## src/rtl/memory_access_pkg.sv

```systemverilog
// Shared memory-access definitions: op/size encodings, FSM state codes, captured-instruction record.
// Used by memory_access and load_extend.
package memory_access_pkg;

    localparam logic [1:0] MEM_OP_NONE  = 2'b00;
    localparam logic [1:0] MEM_OP_LOAD  = 2'b01;
    localparam logic [1:0] MEM_OP_STORE = 2'b10;

    localparam logic [2:0] MEM_SEL_B  = 3'b000;
    localparam logic [2:0] MEM_SEL_H  = 3'b001;
    localparam logic [2:0] MEM_SEL_W  = 3'b010;
    localparam logic [2:0] MEM_SEL_BU = 3'b100;
    localparam logic [2:0] MEM_SEL_HU = 3'b101;

    localparam logic [1:0] ST_IDLE   = 2'd0;
    localparam logic [1:0] ST_REQ    = 2'd1;
    localparam logic [1:0] ST_WAIT_R = 2'd2;
    localparam logic [1:0] ST_DONE   = 2'd3;

    typedef struct packed {
        logic [31:0] alu_result;
        logic [31:0] rs2_data;
        logic [1:0]  mem_op;
        logic [2:0]  mem_sel;
        logic [1:0]  wb_sel;
        logic [4:0]  rd;
        logic        reg_we;
        logic [31:0] pc_next;
        logic [31:0] pc_adder_result;
    } instr_t;

    // Byte sizes never trap; unknown size codes behave as word accesses.
    function automatic logic is_misaligned(input logic [2:0] sel, input logic [1:0] a);
        case (sel)
            MEM_SEL_B, MEM_SEL_BU: is_misaligned = 1'b0;
            MEM_SEL_H, MEM_SEL_HU: is_misaligned = a[0];
            default:               is_misaligned = (a != 2'b00);
        endcase
    endfunction

endpackage

```

## src/rtl/memory_access_load_extend.sv

```systemverilog
// Load data lane extraction and sign/zero extension for byte, half and word loads.
module load_extend
    import memory_access_pkg::*;
(
    input  logic [31:0] rdata,
    input  logic [1:0]  a,
    input  logic [2:0]  mem_sel,
    output logic [31:0] data
);

    logic [31:0] shifted;
    logic [7:0]  byte_v;
    logic [15:0] half_v;

    always_comb begin
        shifted = rdata >> {a, 3'b000};
        byte_v  = shifted[7:0];
        half_v  = a[1] ? rdata[31:16] : rdata[15:0];
        case (mem_sel)
            MEM_SEL_B:  data = {{24{byte_v[7]}}, byte_v};
            MEM_SEL_BU: data = {24'h0, byte_v};
            MEM_SEL_H:  data = {{16{half_v[15]}}, half_v};
            MEM_SEL_HU: data = {16'h0, half_v};
            default:    data = rdata;
        endcase
    end

endmodule

```

## src/rtl/memory_access.sv

```systemverilog
// Memory-access pipeline stage: registers execute outputs, runs req/gnt/rvalid bus transactions.
// Optional MEM_MISALIGN_TRAP_EN: misaligned H/W accesses skip the bus and flag 'misaligned'.
//
// state     | meaning
// ST_IDLE   | no instruction held, ready to capture
// ST_REQ    | bus request raised, waiting for dmem_gnt
// ST_WAIT_R | load granted, waiting for dmem_rvalid
// ST_DONE   | result presented (out_valid), may capture next
module memory_access
    import memory_access_pkg::*;
#(
    parameter int ADDR_W = 32
) (
    input  logic              clk,
    input  logic              rst,
    input  logic              in_valid,
    output logic              in_ready,
    input  logic [31:0]       alu_result,
    input  logic [31:0]       rs2_data,
    input  logic [1:0]        mem_op,
    input  logic [2:0]        mem_sel,
    input  logic [1:0]        wb_sel,
    input  logic [4:0]        rd,
    input  logic              reg_we,
    input  logic [31:0]       pc_next,
    input  logic [31:0]       pc_adder_result,
    output logic              dmem_req,
    output logic              dmem_we,
    output logic [ADDR_W-1:0] dmem_addr,
    output logic [31:0]       dmem_wdata,
    output logic [3:0]        dmem_wstrb,
    input  logic              dmem_gnt,
    input  logic              dmem_rvalid,
    input  logic [31:0]       dmem_rdata,
`ifdef MEM_MISALIGN_TRAP_EN
    output logic              misaligned,
`endif
    output logic              out_valid,
    output logic [31:0]       out_alu_result,
    output logic [31:0]       out_load_data,
    output logic [1:0]        out_wb_sel,
    output logic [4:0]        out_rd,
    output logic              out_reg_we,
    output logic [31:0]       out_pc_next,
    output logic [31:0]       out_pc_adder_result
);

    logic [1:0]  state, state_nxt;
    instr_t      q;
    logic [31:0] load_data_q;
    logic        trap_q;
    logic        capture;
    logic        is_mem_in;
    logic        mis_in;
    logic [1:0]  capture_dst;
    logic [1:0]  a;
    logic [31:0] ext_data;
    logic [3:0]  strb_raw;
    logic [31:0] wdata_raw;

    // in_ready is held low while rst is asserted so every output reads 0 in reset.
    assign in_ready  = ~rst & ((state == ST_IDLE) | (state == ST_DONE));
    assign capture   = in_valid & in_ready;
    assign is_mem_in = (mem_op == MEM_OP_LOAD) | (mem_op == MEM_OP_STORE);

`ifdef MEM_MISALIGN_TRAP_EN
    assign mis_in = is_mem_in & is_misaligned(mem_sel, alu_result[1:0]);
`else
    assign mis_in = 1'b0;
`endif

    assign capture_dst = (is_mem_in & ~mis_in) ? ST_REQ : ST_DONE;

    always_comb begin
        state_nxt = state;
        case (state)
            ST_IDLE:   if (capture) state_nxt = capture_dst;
            ST_REQ:    if (dmem_gnt) state_nxt = (q.mem_op == MEM_OP_STORE) ? ST_DONE : ST_WAIT_R;
            ST_WAIT_R: if (dmem_rvalid) state_nxt = ST_DONE;
            ST_DONE:   state_nxt = capture ? capture_dst : ST_IDLE;
            default:   state_nxt = ST_IDLE;
        endcase
    end

    always_ff @(posedge clk or posedge rst) begin
        if (rst) begin
            state       <= ST_IDLE;
            q           <= '0;
            load_data_q <= 32'h0;
            trap_q      <= 1'b0;
        end else begin
            state <= state_nxt;
            if (capture) begin
                q.alu_result      <= alu_result;
                q.rs2_data        <= rs2_data;
                q.mem_op          <= mem_op;
                q.mem_sel         <= mem_sel;
                q.wb_sel          <= wb_sel;
                q.rd              <= rd;
                q.reg_we          <= reg_we;
                q.pc_next         <= pc_next;
                q.pc_adder_result <= pc_adder_result;
                trap_q            <= mis_in;
                load_data_q       <= 32'h0;
            end else if (state == ST_WAIT_R && dmem_rvalid) begin
                load_data_q <= ext_data;
            end
        end
    end

    assign a = q.alu_result[1:0];

    load_extend u_load_extend (
        .rdata   (dmem_rdata),
        .a       (a),
        .mem_sel (q.mem_sel),
        .data    (ext_data)
    );

    // Sub-word stores replicate data across lanes; strobes select the addressed bytes.
    always_comb begin
        case (q.mem_sel)
            MEM_SEL_B, MEM_SEL_BU: begin
                strb_raw  = 4'b0001 << a;
                wdata_raw = {4{q.rs2_data[7:0]}};
            end
            MEM_SEL_H, MEM_SEL_HU: begin
                strb_raw  = a[1] ? 4'b1100 : 4'b0011;
                wdata_raw = {2{q.rs2_data[15:0]}};
            end
            default: begin
                strb_raw  = 4'b1111;
                wdata_raw = q.rs2_data;
            end
        endcase
    end

    assign dmem_req   = (state == ST_REQ);
    assign dmem_we    = dmem_req & (q.mem_op == MEM_OP_STORE);
    assign dmem_addr  = dmem_req ? {q.alu_result[ADDR_W-1:2], 2'b00} : '0;
    assign dmem_wstrb = dmem_we ? strb_raw : 4'b0000;
    assign dmem_wdata = dmem_we ? wdata_raw : 32'h0;

    assign out_valid           = (state == ST_DONE);
    assign out_alu_result      = q.alu_result;
    assign out_load_data       = load_data_q;
    assign out_wb_sel          = q.wb_sel;
    assign out_rd              = q.rd;
    assign out_reg_we          = q.reg_we & ~trap_q;
    assign out_pc_next         = q.pc_next;
    assign out_pc_adder_result = q.pc_adder_result;

`ifdef MEM_MISALIGN_TRAP_EN
    assign misaligned = trap_q & out_valid;
`endif

endmodule

```

## config.mk

```make
export PLATFORM = sky130hd
export DESIGN_NAME = memory_access
export DESIGN_NICKNAME = d
export VERILOG_FILES = /design/src/rtl/memory_access_pkg.sv /design/src/rtl/memory_access_load_extend.sv /design/src/rtl/memory_access.sv
export SDC_FILE = /design/constraint.sdc
export NUM_CORES = 1
export LEC_CHECK = 0
export ABC_CLOCK_PERIOD_IN_PS = 7500
export CAP_MARGIN = 10
export CORE_AREA = 2 2 151 153
export DETAILED_ROUTE_END_ITERATION = 6
export DIE_AREA = 0 0 153 155
export GPL_TIMING_DRIVEN = 0
export PLACE_DENSITY = 0.76
export SYNTH_ARGS = -nofsm -noshare
export SYNTH_HDL_FRONTEND = slang
export SYNTH_SLANG_ARGS = --single-unit
```

## constraint.sdc

```tcl
create_clock -name clk -period 7.5 [get_ports clk]
set_clock_uncertainty 0.15 [all_clocks]
set_input_delay 1.875 -clock clk [delete_from_list [all_inputs] [get_ports clk]]
set_output_delay 1.875 -clock clk [all_outputs]
set_load 0.01 [all_outputs]
```

; ---- Word level (Yosys, flattened, before mapping)
; Cells that the tools add are included.
[totals]
regBits = 175
latchBits = 0
ramBits = 0
romBits = 0
input_bits = 178
output_inout_bits = 208
mem_count = 0
[op_classes]
add_sub_neg = 0
mul = 0
n_div = 0
n_lt_le_gt_ge = 0
eq_ne = 12
n_shift = 2
mux = 17
bitwise = 6
n_reduce_logical = 7
[op_table]
columns = operator, count
row1 = two-way mux 32 bit, 4
row2 = case mux 32 bit (4 select lines), 1
row3 = case mux 32 bit (2 select lines), 1
row4 = >> shifter 32 x 5 -> 8 bit, 1
row5 = two-way mux 16 bit, 1
row6 = two-way mux 2 bit, 5
row7 = "equality test 2 bit, second input constant", 4
row8 = two-way mux 4 bit, 2
row9 = case mux 2 bit (4 select lines), 1
row10 = case mux 4 bit (2 select lines), 1
row11 = "equality test 3 bit, second input constant", 2
row12 = "equality test 2 x 1 -> 1 bit, second input constant", 2
row13 = "inequality test 2 bit, second input constant", 2
row14 = OR reduction 2 bit, 2
row15 = "left shift 1 x 2 -> 4 bit, first input constant", 1
row16 = bitwise AND 1 bit, 3
row17 = "equality test 3 x 1 -> 1 bit, second input constant", 1
row18 = logical NOT 3 bit, 1
row19 = AND reduction 3 bit, 1
row20 = logical NOT 2 bit, 1
row21 = "inequality test 2 x 1 -> 1 bit, second input constant", 1
row22 = bitwise OR 1 bit, 2
row23 = nonzero test 2 bit, 1
row24 = logical AND 1 bit, 1
row25 = other kinds (2), 2

; ---- Longest topological paths before layout
; Gate-level depths: netlist (run 1).
[logic_depth]
depth_word = 6
ltp_mapped = 9

; ---- By module
; A second synthesis (run 1) with hierarchy kept.
[unflattened]
cells_unflattened = 1115
area_unflattened_um2 = 8901.0
[by_module_without_submodules]
columns = module, n_inst, cells_per_inst, area_each_um2, seq_area_each_um2
row1 = memory_access, 1, 1006, 8272.9, 4379.2
row2 = load_extend, 1, 109, 628.1, 0.0

; ---- Least setup slack after synthesis (run 1)
; OpenSTA, ideal clock, no wires.
[synth_timing]
path_kind = input to output
startpoint = in rst
endpoint = out in_ready
arrival_ps = 2044
t_required_ps = 5475
slack_ps = 3431
path_stages = 1
n_path_buf = 0
path_cell_list = nor2_1
[synth_between]
elab_chain_len = 2
[synth_rtl]
columns = item, line
row1 = "start, declared", memory_access.sv:15  ; input logic rst,
row2 = NOT 1 bit, memory_access.sv:62  ; assign in_ready = ~rst & ((state == ST_IDLE) | (state == ST_DONE));
row3 = bitwise AND 1 bit, memory_access.sv:62
row4 = "end, declared", memory_access.sv:17  ; output logic in_ready,
; No other way between the ends.

; ---- Final worst setup path (run 1)
; Ends and elaborated chain as after synthesis.

==> flow_summary.ini, run 1 <==
[placement]
place_hpwl_um = 22060
dpl.cell_count = 1695
place.gp.congestion = 0.8914
portBuffers = 383

[cells_and_area]
nets = 1611
mostFrequentLayoutCells = nand2_1, clkdlybuf4s50_1, dfrtp_1
utilization_pct = 60.57
syn_to_final_growth_pct = 55.99
fill_cells = 1962
final-instance-count-excl-fill = 1727
layout_commonest_cell = nand2_1
drive_gt1_share_pct = 10.89
n_antenna_cell = 0

[worst_setup_path]
cp.buffers_inverters = 2
crit_chain = clkdlybuf4s50_1 -> nor2_1 -> clkdlybuf4s50_1
critical_path_depth = 3
max_stage_delay_ns = 0.59
crit_type = in -> out
crit_slowest_cell = clkdlybuf4s50_1
r2r-start = state[0]
critPathMaxFanout = 4
crit_path_start = rst
endpoint_kind = output pin
cp_common_cell = clkdlybuf4s50_1
start_kind = input port
r2r_cells = 8
arrival_ns = 3.20
crit_family = buffers and inverters
worst_ep_required_time_ns = 5.48

[timing]
setup_viol = 0
rsz0062_at_grt = false
fmax_mhz = 191.4
slew_headroom_pct = 42.69
finalMaxSlewViolations = 0
post-route-min-period_ns = 5.225
post-route-period-util_pct = 69.66
final_hold_viol_count = 0
setup-tns-final_ns = 0
tightest_slew_ns = 0.8597

[routing]
vias = 8247
wire_per_inst_um = 17.05
ant_nets = 0
drt-initial-drc-count = 451
dr.pass1.iters = 5
via_per_inst = 4.775
wirelength_um = 29440
drcViolationCount = 0

[min_path]
min_from = out_load_data[9]
hp-class = reg -> reg
holdPathStages = 2

[clock_tree]
cts_setup_buffers = 0
hold_buffers = 0
clockBufferDepth = 2
clock_latency_ns = 0.43
cts_tree = yes
postCtsResizedCells = 0
cts-root-buf = clkbuf_16
htree_num_levels = 4
cts_sinks = 175
path_clk_slew_ns = 0.07
cts_buffers = 17

[pwr]
ir_worst_vdd_uv = 175.3
p_leak_nw = 6.408
p_per_area_mw_per_mm2 = 399.5

[grt]
grt_antenna_before_repair = 0
grt_remaining_overflow = 0
grt_max_degree = 119
grt_pass1_wl_um = 45630
first_global_vias = 8267
track_usage_pct = 24.63

[floorplanning]
chipWidth_um = 153
dieHeight_um = 155
ios = 386
coreArea_mm2 = 0.02223
die-area_mm2 = 0.02372
start_util_pct = 38.83
fp-row-count = 55

[synthesis]
ys_warn_count = 0
synth-seq-cells = 175
ys_types = 37
syn-instance-count = 1025
yosysSeqAreaShare_pct = 50.74
avgSynthCellArea_um2 = 8.420
syn_area_mm2 = 0.008631

[flow_run]
cap_viol_max_count = 0

[status]
status = complete, no violations
-- sequential cells by signal (all words and copies together), names as in the netlist --
| name | count |
|---|---|
| out_alu_result | 32 |
| out_load_data | 32 |
| out_pc_adder_result | 32 |
| out_pc_next | 32 |
| out_rd | 5 |
| out_wb_sel | 2 |
| q | 38 |
| state | 2 |
-- per-stage QoR --
stage          worst slack [ns]  power, W  hold WS [ns]  instance area (um2)
2_1_floorplan            0.7298  0.003136        0.2881                 8635
3_3_place_gp             -1.908  0.004411        0.3035                12820
3_5_place_dp              2.313  0.004475        0.3083                12860
4_1_cts                   2.305  0.005414        0.3241                13460
5_1_grt                   2.206  0.005732        0.3404                13460
6_report                  2.275  0.005379        0.3230                13460
-- kinds of logic after synthesis --
family,count (synthesis),synth area share (%)
fa+ha+maj,4,0.5799
compound gates,80,6.654
flops,175,50.74
xor+xnor,1,0.1015
buf+inv,170,12.13
mux,25,3.059
other cells,1,0.04345
simple gates,569,26.69
-- power breakdown --
| group | internal [W] | switching (W) |
|---|---|---|
| combinational | 0.00148 | 0.00130 |
| clock | 0.000487 | 0.000430 |
| sequential | 0.00138 | 0.000304 |
-- worst reg2reg max path: stages (launching register included) --
cell	delay, ns
dfrtp_1	0.41
inv_1	0.08
ha_1	0.34
nor3b_1	0.20
clkbuf_1	0.53
clkbuf_1	0.62
clkbuf_1	0.51
nand2_1	0.18
nand2_1	0.09
-- worst paths after layout --
kind,slack [ns],to
setup / recovery,2.28,in_ready
hold / removal,0.32,out_load_data[9]
setup reg to reg,4.34,out_pc_next[29]
hold reg to reg,0.32,out_load_data[9]
max in group asynchronous,4.48,q[87]
min in group asynchronous,1.78,state[1]
-- Yosys cell counts, drive strengths merged --
cell | n | area share [%]
xor2 | 1 | 0.10
nor2 | 38 | 1.7
a2111oi | 2 | 0.42
a32o | 1 | 0.12
and2 | 38 | 2.8
nand2b | 2 | 0.14
and3 | 1 | 0.073
mux2i | 23 | 2.7
buf | 109 | 9.5
mux4 | 1 | 0.26
o221ai | 7 | 0.71
or3 | 3 | 0.22
ha | 4 | 0.58
a21oi | 29 | 1.7
nand2 | 465 | 20
a21o | 1 | 0.087
o2111ai | 1 | 0.10
a221oi | 1 | 0.10
clkbuf | 54 | 2.3
o22a | 1 | 0.10
conb | 1 | 0.043
a221o | 16 | 2.0
or3b | 3 | 0.30
o211ai | 4 | 0.35
mux2 | 1 | 0.13
nand3 | 6 | 0.35
dfrtp | 175 | 51
or2 | 2 | 0.14
nor2b | 9 | 0.65
inv | 7 | 0.30
nor3b | 2 | 0.17
o21ai | 17 | 0.99
-- routing by layer --
layer | GRT usage [%] | up-vias | part of all wire (%)
met2 | 42.17 | 336 | 49
met5 | 0 | - | 0
met1 | 29.83 | 3912 | 41
met4 | 8.245 | 0 | 2.5
met3 | 7.409 | 53 | 7.6
li1 | - | 3946 | -
-- layout make-up --
class / count / area [um2] / area share, %
inverter: 7 / 33.78 / 0.2509
tap: 285 / 356.6 / 2.649
clock inverter: 14 / 163.9 / 1.217
timing repair buffer: 384 / 3861 / 28.68
sequential: 175 / 4379 / 32.53
buffer: 163 / 1021 / 7.584
clock buffer: 18 / 439.2 / 3.262
multi-input combinational: 681 / 3208 / 23.83
Power figures use the tool's default switching activity.
==> inputs of run 2 (changes only) <==
Settings changed: ABC_CLOCK_PERIOD_IN_PS 7500 to 4700, CORE_AREA 2 2 151 153 to not set, CORE_MARGIN set to 2, CORE_UTILIZATION set to 38, DIE_AREA 0 0 153 155 to not set, PLACE_DENSITY 0.76 to 0.77.
Clock period 7.5 ns to 4.7 ns, I/O delays scaled along.
==> run 2 against run 1 <==
Compared with the run above:
- routed wire length up 0.65%
- sequential share of layout area about the same
- worst hold slack worse by 0.0027 ns
- via count down 0.13%
- clock power up 50%
- count of clock-buffer cells in the layout up 1
- power up 58%
- critical path type is now reg -> out
- final area about the same
- critical endpoint is now dmem_wdata[21]
- highest routed layer unchanged
- global-route usage up 0.20 points
- sequential cell count unchanged
==> flow_summary.ini, run 2 (synthesis results as in run 1) <==
[status]
status = complete, no violations

[placement]
portBuffers = 383
post-place-ws_ns = 0.5011
place_hpwl_um = 22600
place.gp.congestion = 0.8847

[grt]
track_usage_pct = 24.84
first_global_vias = 8275
grt_remaining_overflow = 0
grt_max_degree = 41
grt_antenna_before_repair = 0
grt_pass1_wl_um = 45970

[cells_and_area]
mostFrequentLayoutCells = nand2_1, clkdlybuf4s50_1, dfrtp_1
syn_to_final_growth_pct = 56.02
nets = 1614
layout_commonest_cell = nand2_1
largest_reg_flops = 38
n_antenna_cell = 0
top_register = q
drive_gt1_share_pct = 10.93

[pwr]
ir_worst_vdd_uv = 309.9
clock_power_share_pct = 16.2
p_sw_share_pct = 37.98
power.share.sequential_pct = 31.4
netSwitchingPower_w = 0.003228
p_leak_nw = 6.407
combPwrFrac_pct = 52.3
p_int_w = 0.005272
p_per_area_mw_per_mm2 = 631.2

[clock_tree]
cts_sinks = 175
cts-root-buf = clkbuf_16
cts_buffers = 17
cts_tree = yes
hold_buffers = 0
clockBufferDepth = 2
postCtsResizedCells = 0
htree_num_levels = 4
cts_setup_buffers = 0
path_clk_slew_ns = 0.08
clock_latency_ns = 0.42

[timing]
finalMaxSlewViolations = 0
post-route-period-util_pct = 94.30
setup_viol = 0
fmax_mhz = 225.6
final_hold_viol_count = 0
rsz0062_at_grt = false
post-route-min-period_ns = 4.432
setup-tns-final_ns = 0
tightest_slew_ns = 0.8099
slew_headroom_pct = 46.00
setup_ws_ns = 0.2678

[routing]
dr.pass1.iters = 4
ant_nets = 0
via_per_inst = 4.761
drt-initial-drc-count = 430
wire_per_inst_um = 17.13
vias = 8236
drcViolationCount = 0
wirelength_um = 29630

[worst_setup_path]
start_kind = register
endpoint_kind = output pin
crit_type = reg -> out
arrival_ns = 3.11
critPathMaxFanout = 10
worst_ep_required_time_ns = 3.38

[floorplanning]
dieHeight_um = 154.7
start_util_pct = 38.47
fp-row-count = 55
coreArea_mm2 = 0.02243
ios = 386
chipWidth_um = 154.7
die-area_mm2 = 0.02393

[flow_run]
cap_viol_max_count = 0

[min_path]
hp-class = reg -> reg
==> run 2: changes by cell type in the layout (fill, tap and decap cells not counted) <==
| cell | previous run | this run |
|---|---|---|
| clkinv_2 | 0 | 1 |
| buf_16 | 1 | 0 |
| clkbuf_1 | 54 | 56 |
| buf_12 | 0 | 4 |
| inv_8 | 7 | 3 |
| inv_6 | 3 | 5 |
| bufinv_16 | 1 | 0 |
| clkinv_4 | 1 | 2 |
| clkbuf_8 | 1 | 0 |
==> run 2: through the flow <==
stage / total power [W] / utilization [%] / cells / cell area [um2] / hold slack [ns]
floorplan: 0.005004 / - / 1026 / 8638 / 0.2881
global placement: 0.007034 / 57.18 / 1694 / 12830 / 0.3023
detailed placement: 0.007152 / 57.54 / 1698 / 12910 / 0.3071
CTS: 0.008568 / 60.02 / 1730 / 13470 / 0.3232
global route: 0.009106 / 60.02 / 1730 / 13470 / 0.3445
finish: 0.008499 / 60.02 / 1730 / 13470 / 0.3203
==> run 2: area by class of cell <==
type / instances / area [um2]
buffer: 163 / 1021
clock buffer: 19 / 432.9
clock inverter: 13 / 123.9
fill: 1980 / 8969
inverter: 7 / 30.03
multi-input combinational: 681 / 3208
sequential: 175 / 4379
tap: 285 / 356.6
timing repair buffer: 387 / 3914
==> run 2: final timing paths <==
kind / start / depth (start not counted) / end / slack [ns]
min in group asynchronous: rst / 2 / out_load_data[28] / 1.10
worst max-delay path: q[73] / 6 / dmem_wdata[21] / 0.27
worst min register to register: out_load_data[8] / 2 / out_load_data[8] / 0.32
worst min-delay path: out_load_data[8] / 2 / out_load_data[8] / 0.32
max in group asynchronous: rst / 4 / q[100] / 2.42
worst max register to register: state[0] / 8 / out_wb_sel[0] / 1.45
==> run 2: power by group through the flow <==
| stage | registers, W | clock network, W | logic (W) |
|---|---|---|---|
| after floorplan | 0.00260 | 0 | 0.00241 |
| after global placement | 0.00267 | 0 | 0.00437 |
| after detailed placement | 0.00270 | 0 | 0.00445 |
| after CTS | 0.00267 | 0.00142 | 0.00448 |
| after global routing | 0.00276 | 0.00148 | 0.00486 |
| final | 0.00267 | 0.00138 | 0.00445 |
==> run 2: critical path, cell delays in order, from the launching register on <==
cell and delay (ns):
dfrtp_1 0.36, clkbuf_1 0.36, buf_1 0.46, buf_1 0.63
mux2i_1 0.20, nor2_1 0.12, clkdlybuf4s50_1 0.55
==> run 2: layer usage <==
metal / part of all wire, % / global-route usage [%] / routed length, um
met1: 41 / 30.40 / 12120
met2: 48 / 42.45 / 14340
met3: 8.2 / 6.837 / 2442
met4: 2.5 / 8.289 / 733
met5: 0 / 0 / 0
==> inputs of run 3 (changes only) <==
Settings changed: ABC_CLOCK_PERIOD_IN_PS 4700 to 4360, CORE_AREA set to 2 2 151 153, CORE_MARGIN 2 to not set, CORE_UTILIZATION 38 to not set, DIE_AREA set to 0 0 153 155, PLACE_DENSITY 0.77 to 0.76, SLEW_MARGIN set to 20.
Clock period 4.7 ns to 4.36 ns, I/O delays scaled along.
==> run 3 against run 2 <==
Compared with the run above:
- die area down 0.91%
- cell count up 0.12%
- clock power up 22%
- combinational power up 7.6%
- critical endpoint is now dmem_wdata[14]
==> flow_summary.ini, run 3 (synthesis results as in run 1) <==
[status]
status = complete, no violations

[worst_setup_path]
r2r_end = q[80]
reg2reg_slack_ns = 1.29
start_kind = register
endpoint_kind = output pin
arrival_ns = 2.91
critPathMaxFanout = 10
r2r_cells = 8
worst_ep_required_time_ns = 3.12
crit_end = dmem_wdata[14]
crit_type = reg -> out
r2r-start = state[0]
crit_path_start = state[1]

[placement]
portBuffers = 383
place.gp.congestion = 0.8798
place_hpwl_um = 22700
post-place-ws_ns = 0.3611
post_dp_cell_area_mm2 = 0.01293

[clock_tree]
path_clk_slew_ns = 0.07
cts_sinks = 175
clockBufferDepth = 2
cts-root-buf = clkbuf_16
hold_buffers = 0
cts_setup_buffers = 0
cts_buffers = 17
cts_tree = yes
htree_num_levels = 4
clock_latency_ns = 0.42
postCtsResizedCells = 1

[timing]
final_hold_viol_count = 0
rsz0062_at_grt = false
holdWs_ns = 0.3215
setup_viol = 0
finalMaxSlewViolations = 0
post-route-min-period_ns = 4.146
post-route-period-util_pct = 95.09
setup-tns-final_ns = 0
setup_ws_ns = 0.2143
tightest_slew_ns = 0.8169
fmax_mhz = 241.2
slew_headroom_pct = 45.54

[min_path]
hp-class = reg -> reg
holdPathStages = 2

[routing]
vias = 8229
ant_nets = 0
dr.pass1.iters = 7
wirelength_um = 29630
drcViolationCount = 0
drt-initial-drc-count = 390
via_per_inst = 4.751
wire_per_inst_um = 17.11

[floorplanning]
fp-row-count = 55
die-area_mm2 = 0.02372
dieHeight_um = 155
ios = 386
start_util_pct = 38.83
coreArea_mm2 = 0.02223
chipWidth_um = 153

[flow_run]
cap_viol_max_count = 0

[cells_and_area]
mostFrequentLayoutCells = nand2_1, clkdlybuf4s50_1, dfrtp_1
top_register = q
nets = 1615
fin_area_mm2 = 0.01358
syn_to_final_growth_pct = 57.34
largest_reg_flops = 38
layout_commonest_cell = nand2_1
drive_gt1_share_pct = 11.35

[pwr]
p_leak_nw = 6.453
ir_worst_vdd_uv = 341.8
p_per_area_mw_per_mm2 = 688.6

[grt]
first_global_vias = 8365
grt_max_degree = 33
track_usage_pct = 24.83
grt_remaining_overflow = 0
grt_antenna_before_repair = 2
grt_pass1_wl_um = 45890
-- run 3: layer usage --
metal	wire, um	track usage (%)
met5	0	0
met4	978	10.01
met3	2173	6.769
met2	14420	41.45
met1	12060	30.68
-- run 3: stage by stage --
stage / util, % / total power, W / instances
after global routing: 61.09 / 0.009974 / 1732
after CTS: 61.05 / 0.009435 / 1730
after global placement: 57.71 / 0.007566 / 1694
after floorplan: - / 0.005394 / 1026
final: 61.09 / 0.009351 / 1732
after detailed placement: 58.16 / 0.007700 / 1699
-- run 3: layout make-up --
type | count | area [um2]
Fill cell | 1980 | 8648
Sequential cell | 175 | 4379
Timing Repair Buffer | 388 | 3934
Multi-Input combinational cell | 681 | 3211
Buffer | 163 | 1025
Clock buffer | 18 | 439.2
Tap cell | 285 | 356.6
Clock inverter | 13 | 200.2
Inverter | 7 | 30.03
Antenna cell | 2 | 5.005
-- run 3: how the worst min path moves through the flow --
stage                            from  slack, ns           endpoint
floorplan                       q[75]       0.29              q[75]
global placement    out_load_data[13]       0.30  out_load_data[13]
detailed placement   out_load_data[8]       0.31   out_load_data[8]
CTS                  out_load_data[8]       0.32   out_load_data[8]
global route         out_load_data[8]       0.34   out_load_data[8]
finish               out_load_data[8]       0.32   out_load_data[8]
-- run 3: power breakdown --
| group | switching [W] | leakage (nW) | internal (W) |
|---|---|---|---|
| Sequential | 0.000513 | 2.21 | 0.00237 |
| Clock | 0.000690 | 0.304 | 0.000989 |
| Combinational | 0.00223 | 3.94 | 0.00256 |
-- run 3: critical path, cell delays in order (launching register included) --
cell and delay (ns):
dfrtp_1 0.41, inv_1 0.09, ha_2 0.27, nand2_1 0.09, or2_2 0.29, clkbuf_1 0.27, clkbuf_2 0.31, a21oi_1 0.17
clkdlybuf4s50_1 0.59
